**config.mk**
```make
export PLATFORM = sky130hd
export DESIGN_NAME = afifo_rd_sched
export DESIGN_NICKNAME = d
export VERILOG_FILES = /design/src/rtl/afifo_pkg.sv /design/src/rtl/rr_arbiter.sv /design/src/rtl/afifo_rd_sched.sv
export SDC_FILE = /design/constraint.sdc
export NUM_CORES = 1
export LEC_CHECK = 0
export BUFFER_PORTS_ARGS = -buffer_cell sky130_fd_sc_hd__buf_2
export CAP_MARGIN = 20
export CORE_UTILIZATION = 45
export CTS_BUF_LIST = sky130_fd_sc_hd__clkbuf_4 sky130_fd_sc_hd__clkbuf_8 sky130_fd_sc_hd__clkbuf_16
export CTS_CLUSTER_DIAMETER = 80
export CTS_CLUSTER_SIZE = 24
export DETAILED_ROUTE_END_ITERATION = 10
export GPL_ROUTABILITY_DRIVEN = 0
export PLACE_DENSITY_LB_ADDON = 0.08
export SLEW_MARGIN = 20
export SYNTH_ARGS = -nofsm -noshare
export SYNTH_HDL_FRONTEND = slang
export SYNTH_HIERARCHICAL = 1
export SYNTH_SLANG_ARGS = --single-unit
```
**constraint.sdc**
```tcl
create_clock -name RClk -period 2.1 [get_ports RClk]
set_input_delay 0.21 -clock RClk [delete_from_list [all_inputs] [get_ports RClk]]
set_output_delay 0.21 -clock RClk [all_outputs]
set_load 0.02 [all_outputs]
```
**src/rtl/afifo_pkg.sv**
```systemverilog
// Shared state type, parameter defaults and width helper for the FIFO read scheduler.
// No logic of its own: types and constant functions only.
// Imported by the arbiter and the scheduler top.
package afifo_pkg;

  localparam int NUM_REQ_DEFAULT   = 4;
  localparam int MAX_BURST_DEFAULT = 4;

  typedef enum logic [1:0] {
    ST_IDLE  = 2'd0,
    ST_BURST = 2'd1,
    ST_TAIL  = 2'd2
  } sched_state_e;

  // Ceiling log2; values of 0 or 1 give 0.
  function automatic int clog2(input int value);
    int result;
    int v;
    result = 0;
    v      = value - 1;
    while (v > 0) begin
      result = result + 1;
      v      = v >> 1;
    end
    return result;
  endfunction

endpackage

```
**src/rtl/rr_arbiter.sv**
```systemverilog
// Round-robin pick: first set request at or after the pointer, wrapping, as a one-hot grant.
// Latency: purely combinational, zero cycles.
// Backpressure: none; the caller decides when the grant is taken.
module rr_arbiter
  import afifo_pkg::*;
#(
  parameter int NUM_REQ = NUM_REQ_DEFAULT,
  parameter int PTR_W   = (clog2(NUM_REQ) < 1) ? 1 : clog2(NUM_REQ)
) (
  input  logic [NUM_REQ-1:0] req_i,
  input  logic [PTR_W-1:0]   ptr_i,
  output logic [NUM_REQ-1:0] gnt_o
);

  int               sum;
  logic [PTR_W-1:0] idx;
  logic             found;

  // Walk the requesters starting at the pointer and keep the first one that is set.
  always_comb begin
    gnt_o = '0;
    found = 1'b0;
    sum   = 0;
    idx   = '0;
    for (int i = 0; i < NUM_REQ; i++) begin
      sum = int'(ptr_i) + i;
      if (sum >= NUM_REQ) begin
        sum = sum - NUM_REQ;
      end
      idx = PTR_W'(sum);
      if (!found && req_i[idx]) begin
        gnt_o[idx] = 1'b1;
        found      = 1'b1;
      end
    end
  end

endmodule

```
**src/rtl/afifo_rd_sched.sv**
```systemverilog
// Shares one async-FIFO read port among NUM_REQ consumers in round-robin bursts of up to MAX_BURST reads.
// Latency: read enable is combinational; each read's data strobe follows one cycle later.
// Backpressure: reads stop the same cycle the FIFO goes empty or the owner drops its request.
module afifo_rd_sched
  import afifo_pkg::*;
#(
  parameter int DATA_WIDTH = 8,
  parameter int NUM_REQ    = NUM_REQ_DEFAULT,
  parameter int MAX_BURST  = MAX_BURST_DEFAULT
) (
  input  logic                  RClk,
  input  logic                  PresetFull,
  input  logic                  Fifo_Empty,
  input  logic [DATA_WIDTH-1:0] Fifo_Data,
  output logic                  Fifo_ReadEn,
  input  logic [NUM_REQ-1:0]    Req_in,
  output logic [NUM_REQ-1:0]    Grant_out,
  output logic [NUM_REQ-1:0]    Valid_out,
  output logic [DATA_WIDTH-1:0] Data_out
);

  localparam int               PTR_W    = (clog2(NUM_REQ) < 1) ? 1 : clog2(NUM_REQ);
  localparam int               CNT_W    = clog2(MAX_BURST + 1);
  localparam logic [CNT_W-1:0] CNT_MAX  = CNT_W'(MAX_BURST);
  localparam logic [PTR_W-1:0] IDX_LAST = PTR_W'(NUM_REQ - 1);

  sched_state_e        state_q, state_d;
  logic [NUM_REQ-1:0]  grant_q, grant_d;
  logic [PTR_W-1:0]    gidx_q, gidx_d;
  logic [CNT_W-1:0]    cnt_q, cnt_d;
  logic [PTR_W-1:0]    ptr_q, ptr_d;
  logic [NUM_REQ-1:0]  valid_q;
  logic [NUM_REQ-1:0]  arb_gnt;
  logic [PTR_W-1:0]    arb_idx;
  logic                rd_en;

  rr_arbiter #(
    .NUM_REQ (NUM_REQ),
    .PTR_W   (PTR_W)
  ) u_rr_arbiter (
    .req_i (Req_in),
    .ptr_i (ptr_q),
    .gnt_o (arb_gnt)
  );

  // Index of the arbiter's pick, kept so the pointer can step past the owner on release.
  always_comb begin
    arb_idx = '0;
    for (int i = 0; i < NUM_REQ; i++) begin
      if (arb_gnt[i]) begin
        arb_idx = PTR_W'(i);
      end
    end
  end

  // Burst sequencing: arbitrate in IDLE, read while allowed in BURST, one drain cycle in TAIL.
  always_comb begin
    state_d = state_q;
    grant_d = grant_q;
    gidx_d  = gidx_q;
    cnt_d   = cnt_q;
    ptr_d   = ptr_q;
    rd_en   = 1'b0;
    unique case (state_q)
      ST_IDLE: begin
        grant_d = '0;
        if (!Fifo_Empty && (Req_in != '0)) begin
          grant_d = arb_gnt;
          gidx_d  = arb_idx;
          cnt_d   = '0;
          state_d = ST_BURST;
        end
      end
      ST_BURST: begin
        rd_en = !Fifo_Empty && ((Req_in & grant_q) != '0) && (cnt_q < CNT_MAX);
        if (rd_en && (cnt_q != CNT_MAX)) begin
          cnt_d = cnt_q + 1'b1;
        end
        if (!rd_en || (cnt_d == CNT_MAX)) begin
          state_d = ST_TAIL;
        end
      end
      ST_TAIL: begin
        // Grant stays visible this cycle while the last strobe goes out.
        grant_d = '0;
        ptr_d   = (gidx_q == IDX_LAST) ? '0 : gidx_q + 1'b1;
        state_d = ST_IDLE;
      end
      default: begin
        grant_d = '0;
        state_d = ST_IDLE;
      end
    endcase
  end

  // Scheduler state; reset aborts any burst in progress and restarts arbitration at index 0.
  always_ff @(posedge RClk or posedge PresetFull) begin
    if (PresetFull) begin
      state_q <= ST_IDLE;
      grant_q <= '0;
      gidx_q  <= '0;
      cnt_q   <= '0;
      ptr_q   <= '0;
    end else begin
      state_q <= state_d;
      grant_q <= grant_d;
      gidx_q  <= gidx_d;
      cnt_q   <= cnt_d;
      ptr_q   <= ptr_d;
    end
  end

  // Data strobe goes to whoever owned the port when the read was issued, one cycle later.
  always_ff @(posedge RClk or posedge PresetFull) begin
    if (PresetFull) begin
      valid_q <= '0;
    end else begin
      valid_q <= rd_en ? grant_q : '0;
    end
  end

  assign Fifo_ReadEn = rd_en;
  assign Grant_out   = grant_q;
  assign Valid_out   = valid_q;
  assign Data_out    = Fifo_Data;

endmodule

```
# After elaboration in Yosys (flattened, before gate mapping)
# Cells that the tools add are included.
# W data, S select, Z words.
[classes]
mux = 42
n_lt_le_gt_ge = 13
eq_ne = 7
bitwise = 4
n_addsub = 9
reduce_logical = 24
[ops]
columns = ["operator", "count"]
rows = [
  ["$mux W4", 6],
  ["$mux W2", 9],
  ["$mux W1", 13],
  ["$lt A2 B3 Y1 const B", 4],
  ["$or A4 B4 Y4", 3],
  ["$logic_and A1 B1 Y1", 11],
  ["$ge A3 B3 Y1 const B", 3],
  ["$mux W3", 3],
  ["$bmux W1 S2", 4],
  ["$demux W1 S2", 4],
  ["$ge A2 B1 Y1 const B", 4],
  ["$pmux W4 S2", 1],
  ["$reduce_bool A4 Y1", 2],
  ["$sub A2 B1 Y2 const B", 4],
  ["$add A2 B2 Y3 const B", 2],
  ["$pmux W3 S2", 1],
  ["$reduce_and A2 Y1", 3],
  ["$logic_not A1 Y1", 5],
  ["$and A4 B4 Y4", 1],
  ["$eq A2 B2 Y1 const B", 2],
  ["$ne A2 B2 Y1 const B", 2],
  ["$pmux W2 S2", 1],
  ["$add A2 B1 Y3 const B", 1],
  ["$add A3 B1 Y3 const B", 1],
  ["other kinds (9)", 9],
]
[word_totals]
output_inout_bits = 17
regBits = 17

# Logic depth before layout (Yosys ltp)
# Gate-level depths: netlist of the first run.
[logic_depth]
ltp_word = 17
mapped_depth = 9
mapped_depth_nobuf = 9

# Modules after synthesis
# The synthesis of the first run kept the hierarchy.
[modules_own_cells]
columns = ["module", "cells_each", "n_inst", "area_per_inst_um2", "seq_area_each_um2"]
rows = [
  ["afifo_rd_sched", 67, 1, 793.3, 425.4],
  ["rr_arbiter", 30, 1, 302.8, 0.0],
]

# Worst setup path before layout of the first run
# No wires, ideal clock.
[synth_timing]
path_kind = "register to register"
startpoint = "register ptr_q[0]"
endpoint = "register gidx_q[0]"
t_arrival_ps = 2057
setup_time_ps = 129
synth_period_minus_slack_ps = 2186
stages_incl_launch_ff = 9
t_required_ps = 1971
path_slack_ps = -86
cell_sequence = "dfrtp_1 -> inv_1 -> ha_1 -> mux4_2 -> nor4b_4 -> a221o_1 -> inv_1 -> a21oi_1 -> o21ai_0"
[synth_via]
word_cells_on_any_way = 62
cone_classes = "7 x add/sub; 12 x order compare; 30 x mux; 3 x bitwise; 10 x reduce/logical"
[synth_rtl]
columns = ["element", "line", "source"]
rows = [
  ["start, declared", "afifo_rd_sched.sv:31", "logic [PTR_W-1:0] ptr_q, ptr_d;"],
  ["start signal, assigned", "afifo_rd_sched.sv:109", "ptr_q <= ptr_d;"],
  ["parallel branches: the longest is 13 deep, another holds $add A2 B1 Y3", "-", ""],
  ["$mux W4 *", "rr_arbiter.sv:31", "if (!found && req_i[idx]) begin"],
  ["net arb_gnt[2]", "afifo_rd_sched.sv:33", "logic [NUM_REQ-1:0] arb_gnt;"],
  ["$mux W2 * (2 in a row)", "afifo_rd_sched.sv:50", "if (arb_gnt[i]) begin"],
  ["end signal, assigned", "afifo_rd_sched.sv:107", "gidx_q <= gidx_d;"],
  ["end, declared", "afifo_rd_sched.sv:29", "logic [PTR_W-1:0] gidx_q, gidx_d;"],
]
# Mark *: on every way through the listed nets, which the timed path passes. The select of a mux whose other input is x is not followed.
# A chain may end at the register's enable or synchronous reset.

# Worst setup path after layout of the first run
[layout_timing]
startpoint = "register ptr_q[1]"
endpoint = "register gidx_q[0]"
# The elaborated chain is that of the path after synthesis.

==> impl_metrics.env, run 1 <==
export IMPL_critPathKind="reg2reg"
export IMPL_hold_violations=0
export IMPL_synth_sequential_area_ratio_pct=38.8
export IMPL_critical_path_maximum_fanout=4
export IMPL_synthCells=97
export IMPL_synth_cell_area_um2=1100
export IMPL_cts_made_buffers=3
export IMPL_setup_viol=0
export IMPL_clk_insertion_delay_late_ns=0.30
export IMPL_crit_slowest_cell="sky130_fd_sc_hd__mux4_2"
export IMPL_routedWlPerCell_um=15.5
export IMPL_layout_worst_path_cycle_share_pct=97.5
export IMPL_asyncSetResetFlopFracSynth_pct=100
export IMPL_grt_max_degree=18
export IMPL_ys_flop_type="sky130_fd_sc_hd__dfrtp_1"
export IMPL_num_nets_final=142
export IMPL_via_count=831
export IMPL_area_growth_pct=17.8
export IMPL_drt_first_iter_violations=9
export IMPL_cell_type_group_with_the_largest_total_delay_on_the_critical_path="multiplexers"
export IMPL_number_of_antenna_violations_at_the_first_check_in_global_routing=0
export IMPL_cp_end_kind="flop"
export IMPL_post_synth_edffs=0
export IMPL_ctsRootBufferMaster="sky130_fd_sc_hd__clkbuf_4"
export IMPL_globalRouteOverflowTotal=0
export IMPL_post_synth_cell_area_avg_um2=11.3
export IMPL_most_common_cell_in_the_synthesized_netlist="sky130_fd_sc_hd__dfrtp_1"
export IMPL_clock_sinks=17
export IMPL_die_w_um=51.4
export IMPL_number_of_placed_i_o_pins=32
export IMPL_critPathArrivalTime_ns=2.23
export IMPL_hp_class="in2reg"
export IMPL_via_density_per_instance=5.69
export IMPL_core_region_area_um2=2250
export IMPL_die_area_um2=2640
export IMPL_critPathLaunch="ptr_q[1]"
export IMPL_maxSlewHeadroom_pct=55.6
export IMPL_dpl_cell_count=138
export IMPL_post_synth_top_area_cell="sky130_fd_sc_hd__dfrtp_1"
export IMPL_drcViolationCount=0
export IMPL_cellPowerDensity_nw_per_um2=1400
export IMPL_yosysTopAreaCellShare_pct=38.8
export IMPL_dp_hpwl_um=1700
export IMPL_fp_row_count=17
export IMPL_ctsHtreeMaxLevel=1
export IMPL_timing_final_max_slew_violations=0
export IMPL_io_buffers=15
export IMPL_groute_usage_overall_pct=20.1
export IMPL_maxClockFrequency_mhz=489
export IMPL_rsz0062_at_grt="true"
export IMPL_final_layout_size_suffix_gt1_share_pct=39.8
export IMPL_critical_path_max_stage_delay_ns=0.56
export IMPL_antenna_left=0
export IMPL_crit_path_cell_trace="buf_6 > mux4_2 > nor4b_4 > a221o_1 > inv_2 > a21oi_2 > o21ai_1"
export IMPL_routed_wirelength_um=2270
export IMPL_cp_data_required_time_ns=2.29
export IMPL_tritoncts="yes"
export IMPL_synth_commonest_cells="sky130_fd_sc_hd__dfrtp_1, sky130_fd_sc_hd__o21ai_0, sky130_fd_sc_hd__nand2_1"
export IMPL_clkSlewWorstSetupHoldPaths_ns=0.10
export IMPL_worst_r2r_startpoint="ptr_q[1]"
export IMPL_run_status="completed"
export IMPL_final_setup_skew_ns=0.00518
export IMPL_chipHeight_um=51.4
export IMPL_vdd_ir_drop_max_uv=776
export IMPL_multi_input_area_um2=619
export IMPL_grt_pass1_wl_um=3910
export IMPL_antenna_cells=0
export IMPL_synth_fp_nets=120
export IMPL_first_global_vias=842
export IMPL_postSynthRegisterBits=17
export IMPL_hold_start="Fifo_Empty"
export IMPL_start_util_pct=48.6
export IMPL_drt_pre_antenna_iters=4
export IMPL_setup_worst_path_start_class="flop"
export IMPL_postLayoutSetupSlackWorst_ns=0.0533
export IMPL_synth_cell_type_count=28
export IMPL_fillerInstances=205
export IMPL_place_worst_setup_slack_ns=-0.0550
export IMPL_crit_buf_inv=2
export IMPL_power_leakage_nw=0.606
export IMPL_ctsLongestPathBuffers=2
export IMPL_post_route_min_period_ns=2.05
export IMPL_sequential_cell_area_um2=427
export IMPL_synth_yosys_warnings=6
export IMPL_ys_top_cells_by_area="sky130_fd_sc_hd__dfrtp_1, sky130_fd_sc_hd__ha_1, sky130_fd_sc_hd__mux4_2"
export IMPL_max_cap_viol_count=0
export IMPL_worstMarginPinSlew_ns=0.665
export IMPL_final_cell_count_no_fill=146
cell usage in the layout (no fill, tap or decap), types with 2 or more instances in the layout:
master                     count
sky130_fd_sc_hd__a22o_1        3
sky130_fd_sc_hd__nand2_1       9
sky130_fd_sc_hd__a21oi_1       2
sky130_fd_sc_hd__dfrtp_1      16
sky130_fd_sc_hd__mux2i_1       2
sky130_fd_sc_hd__nor2_1        2
sky130_fd_sc_hd__buf_4         6
sky130_fd_sc_hd__clkbuf_4      3
sky130_fd_sc_hd__a221o_1       4
sky130_fd_sc_hd__a22oi_1       2
sky130_fd_sc_hd__buf_2        15
sky130_fd_sc_hd__inv_1         2
sky130_fd_sc_hd__buf_6         3
sky130_fd_sc_hd__ha_1          7
sky130_fd_sc_hd__o21ai_0       7
sky130_fd_sc_hd__nand2b_1      2
sky130_fd_sc_hd__inv_2         3
sky130_fd_sc_hd__o21ai_1       3
sky130_fd_sc_hd__mux4_2        3
sky130_fd_sc_hd__and2_1        4
registers in the layout (all words and copies together) (netlist names):
register / count
state_q: 2
ptr_q: 2
Grant_out: 4
Valid_out: 4
cnt_q: 3
gidx_q: 2
logic make-up after synthesis:
family | after synthesis | share of synthesized area, %
AO/OA/AOI/OAI | 28 | 19.3
AND/OR/NAND/NOR | 24 | 14.2
flip-flops | 17 | 38.8
buffers and inverters | 13 | 7.19
adder cells (fa/ha/maj) | 8 | 9.13
multiplexers | 7 | 11.4
metrics by stage:
step | power (mW) | util, % | cell area, um^2 | setup TNS, ns | hold slack, ns
after floorplan | 1.19 | - | 1100 | 0 | 0.136
after global placement | 1.44 | 52.9 | 1190 | 0 | 0.319
after detailed placement | 1.47 | 52.9 | 1190 | -0.0550 | 0.339
after CTS | 1.71 | 55.6 | 1250 | 0 | 0.255
after global routing | 1.95 | 57.3 | 1290 | -0.0474 | 0.270
final | 1.80 | 57.3 | 1290 | 0 | 0.274
layer usage:
| layer | track usage [%] | part of all wire (%) |
|---|---|---|
| met1 | 26.7 | 47 |
| met4 | 5.41 | 1.2 |
| met5 | 0 | 0 |
| met2 | 32.5 | 48 |
| met3 | 5.36 | 4.1 |
worst min-delay path, cell delays in order:
cell and delay [ns]:
sky130_fd_sc_hd__buf_2 0.13, sky130_fd_sc_hd__a2111oi_4 0.08, sky130_fd_sc_hd__mux2i_1 0.12
worst paths after layout:
| check | end | slack, ns | depth (start not counted) |
|---|---|---|---|
| setup / recovery | gidx_q[0] | 0.05 | 7 |
| hold / removal | cnt_q[0] | 0.27 | 3 |
| setup reg to reg | gidx_q[0] | 0.05 | 7 |
| hold reg to reg | ptr_q[0] | 0.51 | 1 |
| max in group asynchronous | ptr_q[0] | 1.08 | 3 |
| min in group asynchronous | Valid_out[1] | 0.55 | 3 |
power by group:
part	switching [mW]	leakage (nW)	total, mW	internal [mW]
Combinational	0.570	0.361	1.11	0.540
Sequential	0.0923	0.227	0.516	0.424
Clock	0.108	0.0177	0.179	0.0711
layout make-up:
cell class,count,share of cell area (%)
Clock buffer,3,1.74
Timing Repair Buffer,25,12.7
Sequential cell,17,33.0
Clock inverter,1,0.388
Tap cell,28,2.71
Multi-Input combinational cell,67,48.0
Inverter,5,1.45
timing repair:
item	4_1_cts	5_1_grt
setup endpoints to repair	1	5
pin swaps	3	5
setup buffers	1	2
hold buffers	1	0
gates resized for setup	4	11
endpoints found under the hold margin	10	0
Note: power is estimated with default switching activity, not from simulation.
==> run 2: changes to the inputs <==
Settings changed: CTS_BUF_LIST sky130_fd_sc_hd__clkbuf_4 sky130_fd_sc_hd__clkbuf_8 sky130_fd_sc_hd__clkbuf_16 to sky130_fd_sc_hd__clkbuf_8.
==> run 2 against run 1 <==
Fmax shrank 0.45%. First-iteration DRC count rose by 22%. Sequential power barely moved. Power rose by 2.6%. Setup slack worse by 0.0092 ns. Hold slack got worse by 0.23 ns. Flip-flop and latch count unchanged. Critical path depth unchanged. Cell count down 0.68%. Register-to-register slack barely moved. Clock power up 36%. Wire length down 1.8%. Critical endpoint unchanged.
==> impl_metrics.env, run 2 (synthesis results as in run 1) <==
export IMPL_routedLengthMet1_um=1010
export IMPL_hp_class="in2async"
export IMPL_routedWlPerCell_um=15.3
export IMPL_clock_sinks=17
export IMPL_num_nets_final=141
export IMPL_critPathKind="reg2reg"
export IMPL_setup_worst_path_start_class="flop"
export IMPL_cts_made_buffers=3
export IMPL_reg2reg_setup_slack_ns=0.04
export IMPL_layout_cells_most_common_list="sky130_fd_sc_hd__dfrtp_1, sky130_fd_sc_hd__buf_2, sky130_fd_sc_hd__nand2_1, sky130_fd_sc_hd__ha_1"
export IMPL_via_density_per_instance=5.87
export IMPL_maxSlewHeadroom_pct=55.3
export IMPL_cellPowerDensity_nw_per_um2=1440
export IMPL_timing_final_max_slew_violations=0
export IMPL_drt_pre_antenna_iters=4
export IMPL_critical_path_maximum_fanout=4
export IMPL_detailroute_wirelength_met3_um=143
export IMPL_number_of_antenna_violations_at_the_first_check_in_global_routing=0
export IMPL_worstRegToRegCells=7
export IMPL_clk_insertion_delay_late_ns=0.25
export IMPL_detailroute_wirelength_met2_um=1060
export IMPL_layout_worst_path_cycle_share_pct=97.9
export IMPL_run_status="completed"
export IMPL_cp_data_required_time_ns=2.23
export IMPL_antenna_left=0
export IMPL_final_layout_size_suffix_gt1_share_pct=38.5
export IMPL_worst_hold_slack_ns=0.0430
export IMPL_ctsLongestPathBuffers=2
export IMPL_grt_pass1_wl_um=3880
export IMPL_rsz0062_at_grt="true"
export IMPL_fp_row_count=17
export IMPL_placed_cell_area_um2=1190
export IMPL_max_cap_viol_count=0
export IMPL_drt_first_iter_violations=11
export IMPL_maxClockFrequency_mhz=486
export IMPL_clkSlewWorstSetupHoldPaths_ns=0.07
export IMPL_critPathArrivalTime_ns=2.19
export IMPL_power_leakage_nw=0.599
export IMPL_io_buffers=15
export IMPL_via_count=851
export IMPL_maxUsedRoutingLayer="met4"
export IMPL_cts_hold_buffers_added=0
export IMPL_hold_violations=0
export IMPL_worstMarginPinSlew_ns=0.670
export IMPL_core_region_area_um2=2250
export IMPL_chipHeight_um=51.4
export IMPL_setup_viol=0
export IMPL_antenna_cells=0
export IMPL_vdd_ir_drop_max_uv=865
export IMPL_tritoncts="yes"
export IMPL_final_cell_count_no_fill=145
export IMPL_post_route_cell_area_um2=1290
export IMPL_cp_end_kind="flop"
export IMPL_dp_hpwl_um=1700
export IMPL_start_util_pct=48.6
export IMPL_worst_r2r_startpoint="ptr_q[1]"
export IMPL_fillerInstances=201
export IMPL_first_global_vias=830
export IMPL_globalRouteOverflowTotal=0
export IMPL_ctsRootBufferMaster="sky130_fd_sc_hd__clkbuf_8"
export IMPL_die_w_um=51.4
export IMPL_grt_max_degree=18
export IMPL_ctsHtreeMaxLevel=1
export IMPL_area_growth_pct=17.6
export IMPL_die_area_um2=2640
export IMPL_critical_path_reg2reg_endpoint="gidx_q[0]"
export IMPL_drcViolationCount=0
export IMPL_groute_usage_overall_pct=19.9
export IMPL_post_route_min_period_ns=2.06
export IMPL_routed_wirelength_um=2220
export IMPL_dpl_cell_count=138
export IMPL_final_common_cell="sky130_fd_sc_hd__dfrtp_1"
export IMPL_number_of_placed_i_o_pins=32
export IMPL_final_setup_skew_ns=0.00649
## run 2: layer usage
| layer | vias up | track usage, % |
|---|---|---|
| li1 | 391 | - |
| met1 | 420 | 26.8 |
| met2 | 34 | 32.2 |
| met3 | 6 | 5.36 |
| met4 | 0 | 4.05 |
| met5 | - | 0 |
## run 2: through the flow
step	setup TNS [ns]	setup slack (ns)	utilization (%)	power [mW]
2_1_floorplan	0	0.00837	-	1.19
3_3_place_gp	0	0.0549	52.9	1.44
3_5_place_dp	-0.0550	-0.0550	52.9	1.47
4_1_cts	0	0.000579	56.0	1.77
5_1_grt	-0.0850	-0.0380	57.2	1.99
6_report	0	0.0441	57.2	1.85
## run 2: layout make-up
type | count | area (um^2) | share of cell area, %
Tap cell | 28 | 35.0 | 2.72
Inverter | 5 | 18.8 | 1.46
Clock inverter | 1 | 5.00 | 0.388
Sequential cell | 17 | 427 | 33.1
Clock buffer | 3 | 41.3 | 3.20
Timing Repair Buffer | 24 | 154 | 11.9
Multi-Input combinational cell | 67 | 608 | 47.2
## run 2: power by group
part,switching (mW),internal [mW]
Sequential,0.0911,0.425
Clock,0.112,0.132
Combinational,0.558,0.535
## run 2: worst max path at each step
stage	start	endpoint	depth (start not counted)	slack, ns
2_1_floorplan	ptr_q[0]	gidx_q[0]	8	0.008
3_3_place_gp	ptr_q[1]	Grant_out[3]	7	0.05
3_5_place_dp	ptr_q[1]	gidx_q[0]	8	-0.06
4_1_cts	ptr_q[0]	gidx_q[0]	8	0.0006
5_1_grt	ptr_q[1]	gidx_q[0]	7	-0.04
6_report	ptr_q[1]	gidx_q[0]	7	0.04
## run 2: critical path: stages (launching register included)
cell	delay, ns
sky130_fd_sc_hd__dfrtp_1	0.39
sky130_fd_sc_hd__buf_6	0.12
sky130_fd_sc_hd__mux4_2	0.57
sky130_fd_sc_hd__nor4b_4	0.39
sky130_fd_sc_hd__a221o_1	0.25
sky130_fd_sc_hd__inv_2	0.05
sky130_fd_sc_hd__a21oi_2	0.11
sky130_fd_sc_hd__o21ai_1	0.06
## run 2: timing repair
action / 4_1_cts / 5_1_grt
setup buffers: 1 / 2
pin swaps: 2 / 5
setup endpoints to repair: 1 / 5
hold endpoints to repair: 0 / 0
gates resized for setup: 3 / 10
==> run 3: changes to the inputs <==
Settings changed: SYNTH_HIERARCHICAL 1 to default.
==> run 3 against run 2 <==
Flip-flop and latch count unchanged. Sequential share of layout area down 2.3 points. Count of clock-buffer cells in the layout unchanged. Synthesized area up 8.3%. Utilization down 1.2 points. Fmax up 1.3%. Synthesized cell count up 18%. Critical path depth up 1. Wire length up 15%. Die area up 8.0%. Final area up 7.6%. Critical path type unchanged. Largest cell class unchanged. Highest routed layer unchanged.
==> impl_metrics.env, run 3 <==
export IMPL_post_synth_cell_area_avg_um2=10.4
export IMPL_ys_flop_type="sky130_fd_sc_hd__dfrtp_1"
export IMPL_number_of_antenna_violations_at_the_first_check_in_global_routing=0
export IMPL_post_synth_edffs=0
export IMPL_timing_final_max_slew_violations=0
export IMPL_fillerInstances=231
export IMPL_power_mw=1.95
export IMPL_synth_cell_area_um2=1190
export IMPL_ys_top_cells_by_area="sky130_fd_sc_hd__dfrtp_1, sky130_fd_sc_hd__ha_1, sky130_fd_sc_hd__buf_4"
export IMPL_synth_fp_nets=137
export IMPL_placed_cell_area_um2=1300
export IMPL_synth_mux_area_fraction_pct=11.4
export IMPL_num_nets_final=156
export IMPL_drcViolationCount=0
export IMPL_clkSlewWorstSetupHoldPaths_ns=0.06
export IMPL_dpl_cell_count=156
export IMPL_die_area_um2=2850
export IMPL_antenna_cells=0
export IMPL_critical_path_maximum_fanout=5
export IMPL_routedWlPerCell_um=15.8
export IMPL_number_of_placed_i_o_pins=32
export IMPL_synthCells=114
export IMPL_grt_max_degree=18
export IMPL_grt_pass1_wl_um=4110
export IMPL_most_common_cell_in_the_synthesized_netlist="sky130_fd_sc_hd__dfrtp_1"
export IMPL_final_layout_size_suffix_gt1_share_pct=32.6
export IMPL_asyncSetResetFlopFracSynth_pct=100
export IMPL_first_global_vias=865
export IMPL_die_w_um=53.4
export IMPL_groute_usage_overall_pct=20.5
export IMPL_ctsHtreeMaxLevel=1
export IMPL_power_leakage_nw=0.646
export IMPL_fp_row_count=18
export IMPL_vdd_ir_drop_max_uv=945
export IMPL_post_synthesis_share_of_cell_area_spent_on_full_adders_half_adders_and_majority_gates_pct=8.43
export IMPL_worstMarginPinSlew_ns=0.646
export IMPL_io_buffers=15
export IMPL_tritoncts="yes"
export IMPL_via_count=947
export IMPL_chipHeight_um=53.4
export IMPL_worst_r2r_startpoint="ptr_q[0]"
export IMPL_clock_sinks=17
export IMPL_critPathArrivalTime_ns=2.17
export IMPL_dp_hpwl_um=1980
export IMPL_core_region_area_um2=2480
export IMPL_place_worst_setup_slack_ns=-0.00964
export IMPL_synth_simple_area_share_pct=15.8
export IMPL_ctsLongestPathBuffers=2
export IMPL_final_setup_skew_ns=0.00137
export IMPL_final_common_cell="sky130_fd_sc_hd__dfrtp_1"
export IMPL_routed_wirelength_um=2560
export IMPL_synth_cell_type_count=35
export IMPL_synth_commonest_cells="sky130_fd_sc_hd__dfrtp_1, sky130_fd_sc_hd__nand2_1, sky130_fd_sc_hd__buf_4"
export IMPL_final_util_pct=56.0
export IMPL_setup_worst_path_start_class="flop"
export IMPL_post_route_cell_area_um2=1390
export IMPL_synth_sequential_area_ratio_pct=35.8
export IMPL_synth_xor_area_share_pct=0
export IMPL_run_status="completed"
export IMPL_postLayoutSetupSlackWorst_ns=0.0710
export IMPL_area_growth_pct=16.8
export IMPL_worst_hold_slack_ns=0.0379
export IMPL_postSynthRegisterBits=17
export IMPL_post_route_min_period_ns=2.03
export IMPL_cts_made_buffers=3
export IMPL_start_util_pct=47.9
export IMPL_synth_top_family_by_area="compound AO/OA/AOI/OAI gates"
export IMPL_maxSlewHeadroom_pct=56.9
export IMPL_critPathLaunch="ptr_q[0]"
export IMPL_cp_data_required_time_ns=2.24
export IMPL_setup_viol=0
export IMPL_ctsRootBufferMaster="sky130_fd_sc_hd__clkbuf_8"
export IMPL_yosysTopAreaCellShare_pct=35.8
export IMPL_drt_first_iter_violations=21
export IMPL_cellPowerDensity_nw_per_um2=1410
export IMPL_synth_yosys_warnings=0
export IMPL_cp_end_kind="flop"
export IMPL_maxClockFrequency_mhz=493
export IMPL_critPathKind="reg2reg"
export IMPL_max_cap_viol_count=0
export IMPL_totalNegativeSetupSlack_ns=0
export IMPL_post_synth_top_area_cell="sky130_fd_sc_hd__dfrtp_1"
export IMPL_antenna_left=0
export IMPL_globalRouteOverflowTotal=0
export IMPL_final_cell_count_no_fill=162
export IMPL_hp_class="in2async"
export IMPL_via_density_per_instance=5.85
export IMPL_drt_pre_antenna_iters=4
export IMPL_cts_hold_buffers_added=0
export IMPL_hold_violations=0
export IMPL_layout_cells_most_common_list="sky130_fd_sc_hd__dfrtp_1, sky130_fd_sc_hd__buf_2, sky130_fd_sc_hd__nand2_1, sky130_fd_sc_hd__buf_4, sky130_fd_sc_hd__ha_1"
export IMPL_layout_worst_path_cycle_share_pct=96.6
export IMPL_synth_compound_area_share_pct=20.5
export IMPL_clk_insertion_delay_late_ns=0.26
export IMPL_rsz0062_at_grt="true"
## run 3: changes by cell type after synthesis, sizes merged, moves of 4 or more
| cell | before | now |
|---|---|---|
| a221o | 4 | 0 |
| mux2i | 2 | 6 |
| o21ai | 11 | 4 |
| o22ai | 0 | 5 |
## run 3: cell families after synthesis
kind of cell,after synthesis
AOI/OAI and AO/OA,29
adders and majority gates,8
buffers and inverters,16
DFF,17
muxes,10
and+or+nand+nor,34
## run 3: final cells by class
class	count	area [um^2]	area share [%]
multi-input combinational	81	709	51.2
clock buffer	3	41.3	2.98
clock inverter	1	3.75	0.271
inverter	6	25.0	1.81
tap	30	37.5	2.71
timing repair buffer	24	143	10.3
sequential	17	427	30.8
## run 3: what timing repair did
action,4_1_cts,5_1_grt
resized for setup,2,4
pin swaps,0,2
endpoints found under the setup margin,2,7
setup buffers,1,1
## run 3: where the power goes
part	switching [mW]	internal, mW
registers	0.0898	0.427
logic	0.629	0.565
clock network	0.113	0.130
total	0.831	1.12
## run 3: final timing paths
check	endpoint	depth (start not counted)	slack (ns)
worst max register to register	gidx_q[1]	8	0.07
worst min register to register	gidx_q[1]	2	0.49
worst min-delay path	Valid_out[3]	2	0.04
min in group RClk	cnt_q[2]	3	0.35
max in group asynchronous	ptr_q[0]	2	1.61
worst max-delay path	gidx_q[1]	8	0.07
## run 3: layer usage
layer,global-route usage (%),vias up,share of wire (%)
li1,-,446,-
met5,0,-,0
met4,8.77,0,1.6
met1,25.9,465,44
met2,32.5,26,51
met3,5.17,10,4.3
## run 3: critical path: stages, from the launching register on
cell                        delay [ns]
sky130_fd_sc_hd__dfrtp_2          0.43
sky130_fd_sc_hd__inv_4            0.07
sky130_fd_sc_hd__ha_4             0.22
sky130_fd_sc_hd__mux2i_4          0.20
sky130_fd_sc_hd__mux2_4           0.32
sky130_fd_sc_hd__a2111oi_4        0.30
sky130_fd_sc_hd__o2bb2ai_2        0.14
sky130_fd_sc_hd__o21ai_1          0.16
sky130_fd_sc_hd__nand2_1          0.08
